File: src/rtl/if_fetch_pkg.sv
// Shared state encodings, bus widths and helpers for the instruction-fetch stage.
package if_fetch_pkg;

    localparam int INST_ADDR_W = 32;
    localparam int INST_W      = 32;

    localparam logic [INST_W-1:0] ZERO_WORD = '0;

    typedef enum logic [1:0] {
        IF_FETCH   = 2'd0,
        IF_WAIT    = 2'd1,
        IF_DISCARD = 2'd2
    } if_state_t;

    function automatic logic [INST_ADDR_W-1:0] word_align(input logic [INST_ADDR_W-1:0] addr);
        return addr & ~32'd3;
    endfunction

endpackage

File: src/rtl/if_icache.sv
// Direct-mapped instruction cache of one-word lines: combinational lookup, fill on a completed memory fetch.
// Lookup is same-cycle; fills land at the next edge and are frozen while rdy is low.
module if_icache
    import if_fetch_pkg::*;
#(
    parameter int LINES = 64
) (
    input  logic              clk,
    input  logic              rst,
    input  logic              rdy,
    input  logic [29:0]       addr,
    input  logic              fill,
    input  logic [INST_W-1:0] fill_data,
    output logic              hit,
    output logic [INST_W-1:0] rdata
);

    localparam int IDX_W = $clog2(LINES);
    localparam int TAG_W = 30 - IDX_W;

    logic [INST_W-1:0] data_mem [LINES];
    logic [TAG_W-1:0]  tag_mem  [LINES];
    logic [LINES-1:0]  line_vld;

    logic [IDX_W-1:0] idx;
    logic [TAG_W-1:0] tag;

    assign idx   = addr[IDX_W-1:0];
    assign tag   = addr[29:IDX_W];
    assign hit   = line_vld[idx] && (tag_mem[idx] == tag);
    assign rdata = data_mem[idx];

    always_ff @(posedge clk) begin
        if (!rst) begin
            line_vld <= '0;
        end else if (rdy && fill) begin
            line_vld[idx] <= 1'b1;
        end
    end

    // Payload arrays need no reset: a line is only trusted once its valid bit is set.
    always_ff @(posedge clk) begin
        if (rdy && fill) begin
            data_mem[idx] <= fill_data;
            tag_mem[idx]  <= tag;
        end
    end

endmodule

File: src/rtl/if_fetch.sv
// Instruction fetch: owns the PC, fetches one word per instruction, presents if_pc/if_inst to IF_ID; optional I-cache via IF_FETCH_ICACHE_EN.
// Latency: memory latency + 1 cycle per instruction (1 cycle on a cache hit); redirect takes effect at the next edge.
// Backpressure: stall[1] holds the presented instruction; rdy low freezes every register; stall_req flags no valid instruction.
module if_fetch
    import if_fetch_pkg::*;
#(
    parameter logic [31:0] RESET_PC     = 32'h0000_0000,
    parameter int          ICACHE_LINES = 64
) (
    input  logic        clk,
    input  logic        rst,
    input  logic        rdy,
    input  logic [4:0]  stall,
    input  logic        id_use_npc,
    input  logic [31:0] id_npc_addr,
    output logic        mem_req,
    output logic [31:0] mem_addr,
    input  logic        mem_done,
    input  logic [31:0] mem_rdata,
    output logic [31:0] if_pc,
    output logic [31:0] if_inst,
    output logic        stall_req
);

    if_state_t             state;
    logic [INST_ADDR_W-1:0] pc;
    logic                  valid;

    logic              cache_hit;
    logic [INST_W-1:0] cache_data;

    logic              req_open;
    logic              pending;
    logic              redirect;
    logic              consume;
    logic              mem_fill;
    logic              got;
    logic [INST_W-1:0] got_data;
    logic              unused_bits;

    // A request is open while fetching without a hit, or waiting without a word yet.
    assign req_open = ((state == IF_FETCH) && !cache_hit) || ((state == IF_WAIT) && !valid);
    assign pending  = req_open || (state == IF_DISCARD);
    assign redirect = id_use_npc && !stall[1];
    assign consume  = valid && !stall[1] && !id_use_npc;
    assign mem_fill = req_open && mem_done;
    assign got      = mem_fill || ((state == IF_FETCH) && cache_hit);
    assign got_data = cache_hit ? cache_data : mem_rdata;

    assign mem_req   = rst && req_open;
    assign mem_addr  = pc;
    assign stall_req = !rst || !valid || id_use_npc;

    assign unused_bits = ^{stall[4:2], stall[0]};

`ifdef IF_FETCH_ICACHE_EN
    logic lookup_hit;
    logic cache_fill;

    assign cache_fill = rst && mem_fill && !redirect;
    assign cache_hit  = lookup_hit && (state == IF_FETCH);

    if_icache #(
        .LINES (ICACHE_LINES)
    ) u_icache (
        .clk       (clk),
        .rst       (rst),
        .rdy       (rdy),
        .addr      (pc[31:2]),
        .fill      (cache_fill),
        .fill_data (mem_rdata),
        .hit       (lookup_hit),
        .rdata     (cache_data)
    );
`else
    logic unused_icache_cfg;

    assign cache_hit         = 1'b0;
    assign cache_data        = ZERO_WORD;
    assign unused_icache_cfg = ^ICACHE_LINES;
`endif

    always_ff @(posedge clk) begin
        if (!rst) begin
            pc      <= word_align(RESET_PC);
            state   <= IF_FETCH;
            valid   <= 1'b0;
            if_pc   <= '0;
            if_inst <= ZERO_WORD;
        end else if (rdy) begin
            if (redirect) begin
                // A word still in flight must be drained before the new path is fetched.
                pc    <= word_align(id_npc_addr);
                valid <= 1'b0;
                state <= (pending && !mem_done) ? IF_DISCARD : IF_FETCH;
            end else if (consume) begin
                pc    <= pc + 32'd4;
                valid <= 1'b0;
                state <= IF_FETCH;
            end else begin
                case (state)
                    IF_FETCH: begin
                        if (got) begin
                            if_pc   <= pc;
                            if_inst <= got_data;
                            valid   <= 1'b1;
                        end
                        state <= IF_WAIT;
                    end
                    IF_WAIT: begin
                        if (got) begin
                            if_pc   <= pc;
                            if_inst <= got_data;
                            valid   <= 1'b1;
                        end
                    end
                    IF_DISCARD: begin
                        if (mem_done) begin
                            state <= IF_FETCH;
                        end
                    end
                    default: state <= IF_FETCH;
                endcase
            end
        end
    end

endmodule

File: config.mk
export PLATFORM = sky130hd
export DESIGN_NAME = if_fetch
export DESIGN_NICKNAME = d
export VERILOG_FILES = /design/src/rtl/if_fetch_pkg.sv /design/src/rtl/if_icache.sv /design/src/rtl/if_fetch.sv
export SDC_FILE = /design/constraint.sdc
export NUM_CORES = 1
export LEC_CHECK = 0
export ABC_AREA = 1
export BUFFER_PORTS_ARGS = -buffer_cell sky130_fd_sc_hd__buf_2
export CORE_MARGIN = 2
export CORE_UTILIZATION = 37
export CTS_CLUSTER_DIAMETER = 200
export DETAILED_ROUTE_END_ITERATION = 12
export SLEW_MARGIN = 5
export SYNTH_ARGS = -nofsm -noshare
export SYNTH_HDL_FRONTEND = slang
export SYNTH_HIERARCHICAL = 1
export SYNTH_SLANG_ARGS = --single-unit
File: constraint.sdc
create_clock -name clk -period 4.31 [get_ports clk]
set_input_delay 0.431 -clock clk [delete_from_list [all_inputs] [get_ports clk]]
set_output_delay 0.431 -clock clk [all_outputs]
set_load 0.05 [all_outputs]
# Yosys cells after proc, flatten, opt, wreduce, memory -nomap -nowiden
# Cells that the tools add are included.
# word_totals
regBits,99
input_bits,74
output_inout_bits,98
word_cells,48
# classes
n_addsub,1
n_eq_ne,4
n_mux,11
n_bitwise,2
reduce_logical,25
# op_table
op,n
$mux W32,2
$add A32 B3 Y32 const B,1
$mux W2,4
$logic_and A1 B1 Y1,7
$pmux W2 S3,1
$reduce_and A3 Y1,2
$reduce_bool A3 Y1,2
$logic_not A1 Y1,5
$reduce_and A5 Y1,1
$logic_or A1 B1 Y1,4
$mux W1,4
$ne A4 B4 Y1 const B,1
$ne A3 B3 Y1 const B,1
$eq A2 B1 Y1 const B,1
$eq A2 B2 Y1 const B,1
$logic_not A2 Y1,1
$not A1 Y1,2
$reduce_and A2 Y1,1
$reduce_bool A2 Y1,1
$reduce_or A2 Y1,1

# Logic depth before layout (Yosys ltp)
# depth
word_depth,8
ltp_mapped,11

# Worst setup path before layout
# No wires, ideal clock.
# synth_path
kind,register -> register
startpoint,"reg pc[3], in the netlist mem_addr[3]"
endpoint,"reg pc[26], in the netlist mem_addr[26]"
setup_ps,135
arrival_ps,1737
path_slack_ps,2438
stages_incl_launch_ff,11
path_buffers,0
synth_period_minus_slack_ps,1872
path_cell_list,dfxtp_1 > ha_1 > nand2_2 > nor2_4 > nand2_4 > nor2_4 > nand2_1 > nand2_1 > nand3_1 > nand2_1 > a21oi_2
# synth_via
elab_chain_cells,3
# synth_rtl
element,line,source
start: declaration,if_fetch.sv:26,logic [INST_ADDR_W-1:0] pc;
start signal: assignment,if_fetch.sv:85,pc <= word_align(RESET_PC);
start signal: assignment,if_fetch.sv:93,pc <= word_align(id_npc_addr);
start signal: assignment,if_fetch.sv:97,pc <= pc + 32'd4;
$add A32 B3 Y32,if_fetch.sv:97,
$mux W32,if_fetch.sv:96,end else if (consume) begin
$mux W32,if_fetch.sv:91,if (redirect) begin
# No other way between the ends. The select of a mux whose other input is x is not followed.
# A chain may end at the register's enable or synchronous reset.

# Worst setup path in the final report
# layout_path
startpoint,in id_use_npc
endpoint,"reg pc[10], in the netlist mem_addr[10]"
# layout_via
elab_chain_cells,4
elab_cells_between_ends,6
# layout_rtl
element,line,source
start: declaration,if_fetch.sv:14,"input logic id_use_npc,"
$logic_not A1 Y1,if_fetch.sv:45,assign consume = valid && !stall[1] && !id_use_npc;
$logic_and A1 B1 Y1,if_fetch.sv:45,
$reduce_bool A2 Y1 (no line),n/a,
$reduce_and A2 Y1 (no line),n/a,
# Several ways; a longest one is shown, not always the timed one.

==> flow_summary_export.csv <==
group,metric,value,unit
sta,fin_crit_sh,52.1,%
floorplan,die_h,116,um
grt,grt_overflow,0,
floorplan,initial_core_util,38.4,%
layout,final_area,5810,um2
clock_network,clk_pin_slew,0.07,ns
sta,maxSlewViolCount,0,
power,finalPower,2.15,mW
synthesis,seq_area_frac_synth,40.9,%
sta,finalHoldViolations,0,
hold_path,hold_class,"primary input to register",
clock_network,clock-root-buffer,"clkbuf_16",
detailed_routing,via_count,4909,
synthesis,ys_seq_elements,95,
sta,layout_setup_ws,2.07,ns
grt,grt_use_total,20.8,%
clock_network,clk_latency,0.35,ns
layout,diodes,0,
sta,slew-limit-headroom,17.9,%
detailed_routing,dr.pass1.iters,4,
synthesis,synth.avg_cell_area,6.74,um2
grt,grt_max_degree,67,
detailed_routing,wl,14000,um
floorplan,die_area,13500,um2
placed_design,place_congestion,0.900,
clock_network,cts.sinks,95,
power,powerDensity,369,nW/um2
clock_network,cts_tree,"done",
placed_design,portBuffers,161,
synthesis,yosys_warnings,6,
synthesis,synth_cells,689,
sta,worst_slew_pin_slew,1.23,ns
floorplan,die_x,116,um
status,status,"finished, final reports clean",
worst_setup_path,cp.required,4.50,ns
detailed_routing,drc,0,
flow_run,maxCapViolCount,0,
layout,seq_area,1900,um2
clock_network,cts_resized,0,
clock_network,cts_buffer_depth,2,
sta,holdWs,0.334,ns
power,p_leak,2.63,nW
clock_network,post-cts-setup-buffers,0,
layout,nFillCells,1310,
grt,grt_pass1_vias,4417,
placed_design,placed_area,5520,um2
detailed_routing,wl_per_cell,14.0,um
sta,fin_skew,0.00716,ns
detailed_routing,drt_iter0_markers,337,
floorplan,fp-row-count,40,
placed_design,pre_cts_ws,1.70,ns
worst_setup_path,cp_max_fo,29,
worst_setup_path,cp-end-kind,"register",
grt,antenna_found_initial,1,
layout,final_nets,907,
layout,multi_input_area,2410,um2
sta,rsz0062_at_grt,"no",
power,peakVddDrop,0.000175,V
detailed_routing,viasPerCell,4.89,
grt,grt_pass1_wl,21700,um
clock_network,postCtsHoldBufs,0,
floorplan,coreArea,12100,um2
layout,drive_gt1_share,26.8,%
clock_network,htree_levels,3,
floorplan,io_pins,172,
sta,fmax,0.445,GHz
layout,fin_cells,1004,
sta,setup_tns,0,ns
sta,setup-violations-final,0,
worst_setup_path,cp-start-kind,"primary input",
worst_setup_path,arrival,2.44,ns
detailed_routing,ant_nets,0,
worst_setup_path,worstSetupPathType,"primary input to register",
placed_design,dp_hpwl,10100,um
synthesis,synthesis.area,4650,um2
synthesis,synth_cell_types,31,
placed_design,dp.cells,989,
sta,fin_crit,2.24,ns
layout,syn2layout_area_growth,24.9,%
clock_network,numCtsBuffers,9,
layout,utilization,47.9,%
## power by group
part	switching, mW	internal [mW]	total (mW)	leakage, nW
sequential	0.0313	0.928	0.959	0.775
clock	0.346	0.422	0.768	0.138
combinational	0.314	0.104	0.418	1.72
## final timing paths
path / start / end / slack, ns / depth (start not counted)
worst max-delay path: id_use_npc / mem_addr[10]$_SDFFE_PN0P_ / 2.07 / 12
worst min-delay path: mem_rdata[15] / if_inst[15]$_SDFFE_PN0P_ / 0.33 / 3
worst max register to register: valid$_SDFFE_PN0P_ / mem_addr[11]$_SDFFE_PN0P_ / 2.23 / 7
worst min register to register: if_pc[4]$_SDFFE_PN0P_ / if_pc[4]$_SDFFE_PN0P_ / 0.48 / 2
## cells in the final DEF, fill, tap and decap left out, drive strengths merged
cell type,count
o31ai,2
o211ai,1
nand2,158
nand3,32
a31oi,2
nor2,170
nor3,3
clkinvlp,1
xnor2,1
buf,166
inv,43
ha,1
dfxtp,95
clkbuf,11
o21ai,86
and2,1
conb,4
nand4,1
a21oi,55
clkinv,3
## registers in the layout, summed over array words and instances, names as in the netlist
name,count
valid,1
state,2
if_pc,30
if_inst,32
mem_addr,30
## cell type report
type                       instances  share of cell area (%)
timing repair buffer             166                    14.5
clock buffer                      11                    4.35
sequential                        95                    32.8
inverter                          43                    2.78
clock inverter                     4                   0.517
multi-input combinational        517                    41.4
tap                              168                    3.62
## synthesized netlist by cell type
| cell type | n | share of area [%] |
|---|---|---|
| a21oi_1 | 47 | 5.1 |
| a21oi_2 | 8 | 1.5 |
| a31oi_1 | 2 | 0.27 |
| and2_1 | 1 | 0.13 |
| buf_2 | 15 | 1.6 |
| buf_4 | 8 | 1.3 |
| clkbuf_1 | 13 | 1.1 |
| clkbuf_2 | 1 | 0.11 |
| clkinv_1 | 1 | 0.081 |
| conb_1 | 1 | 0.081 |
| dfxtp_1 | 95 | 41 |
| ha_1 | 1 | 0.27 |
| inv_1 | 39 | 3.2 |
| inv_2 | 3 | 0.24 |
| nand2_1 | 145 | 12 |
| nand2_2 | 10 | 1.3 |
| nand2_4 | 3 | 0.73 |
| nand3_1 | 28 | 3.0 |
| nand3_2 | 4 | 0.86 |
| nand4_1 | 1 | 0.13 |
| nor2_1 | 156 | 13 |
| nor2_2 | 6 | 0.81 |
| nor2_4 | 5 | 1.2 |
| nor2_8 | 3 | 1.3 |
| nor3_1 | 2 | 0.22 |
| nor3_4 | 1 | 0.35 |
| o211ai_1 | 1 | 0.16 |
| o21ai_0 | 80 | 8.6 |
| o21ai_1 | 6 | 0.65 |
| o31ai_1 | 2 | 0.32 |
| xnor2_1 | 1 | 0.19 |
## per-layer routing
layer	routed length [um]	share of wire, %	vias to the layer above	track usage (%)
li1	-	-	2476	-
met1	6220	44	2237	26.3
met2	6530	47	170	34.0
met3	877	6.2	24	3.97
met4	389	2.8	2	10.5
met5	13	0.093	-	0
## critical path: stages
cell and delay [ns]:
buf_2 0.08, inv_1 0.06, nor2_1 0.09, buf_4 0.31, clkinv_1 0.51, buf_4 0.40, nand3_1 0.16, nor2_1 0.10
nand2_1 0.07, a21oi_1 0.06, nor2_1 0.12, nor2_1 0.04
## kinds of logic after synthesis
kind of cell / share of synthesized area (%)
flops: 40.9
buf+inv: 7.54
fa+ha+maj: 0.269
simple gates: 34.4
compound gates: 16.6
xor+xnor: 0.189
other cells: 0.0807
Power figures use the tool's default switching activity.
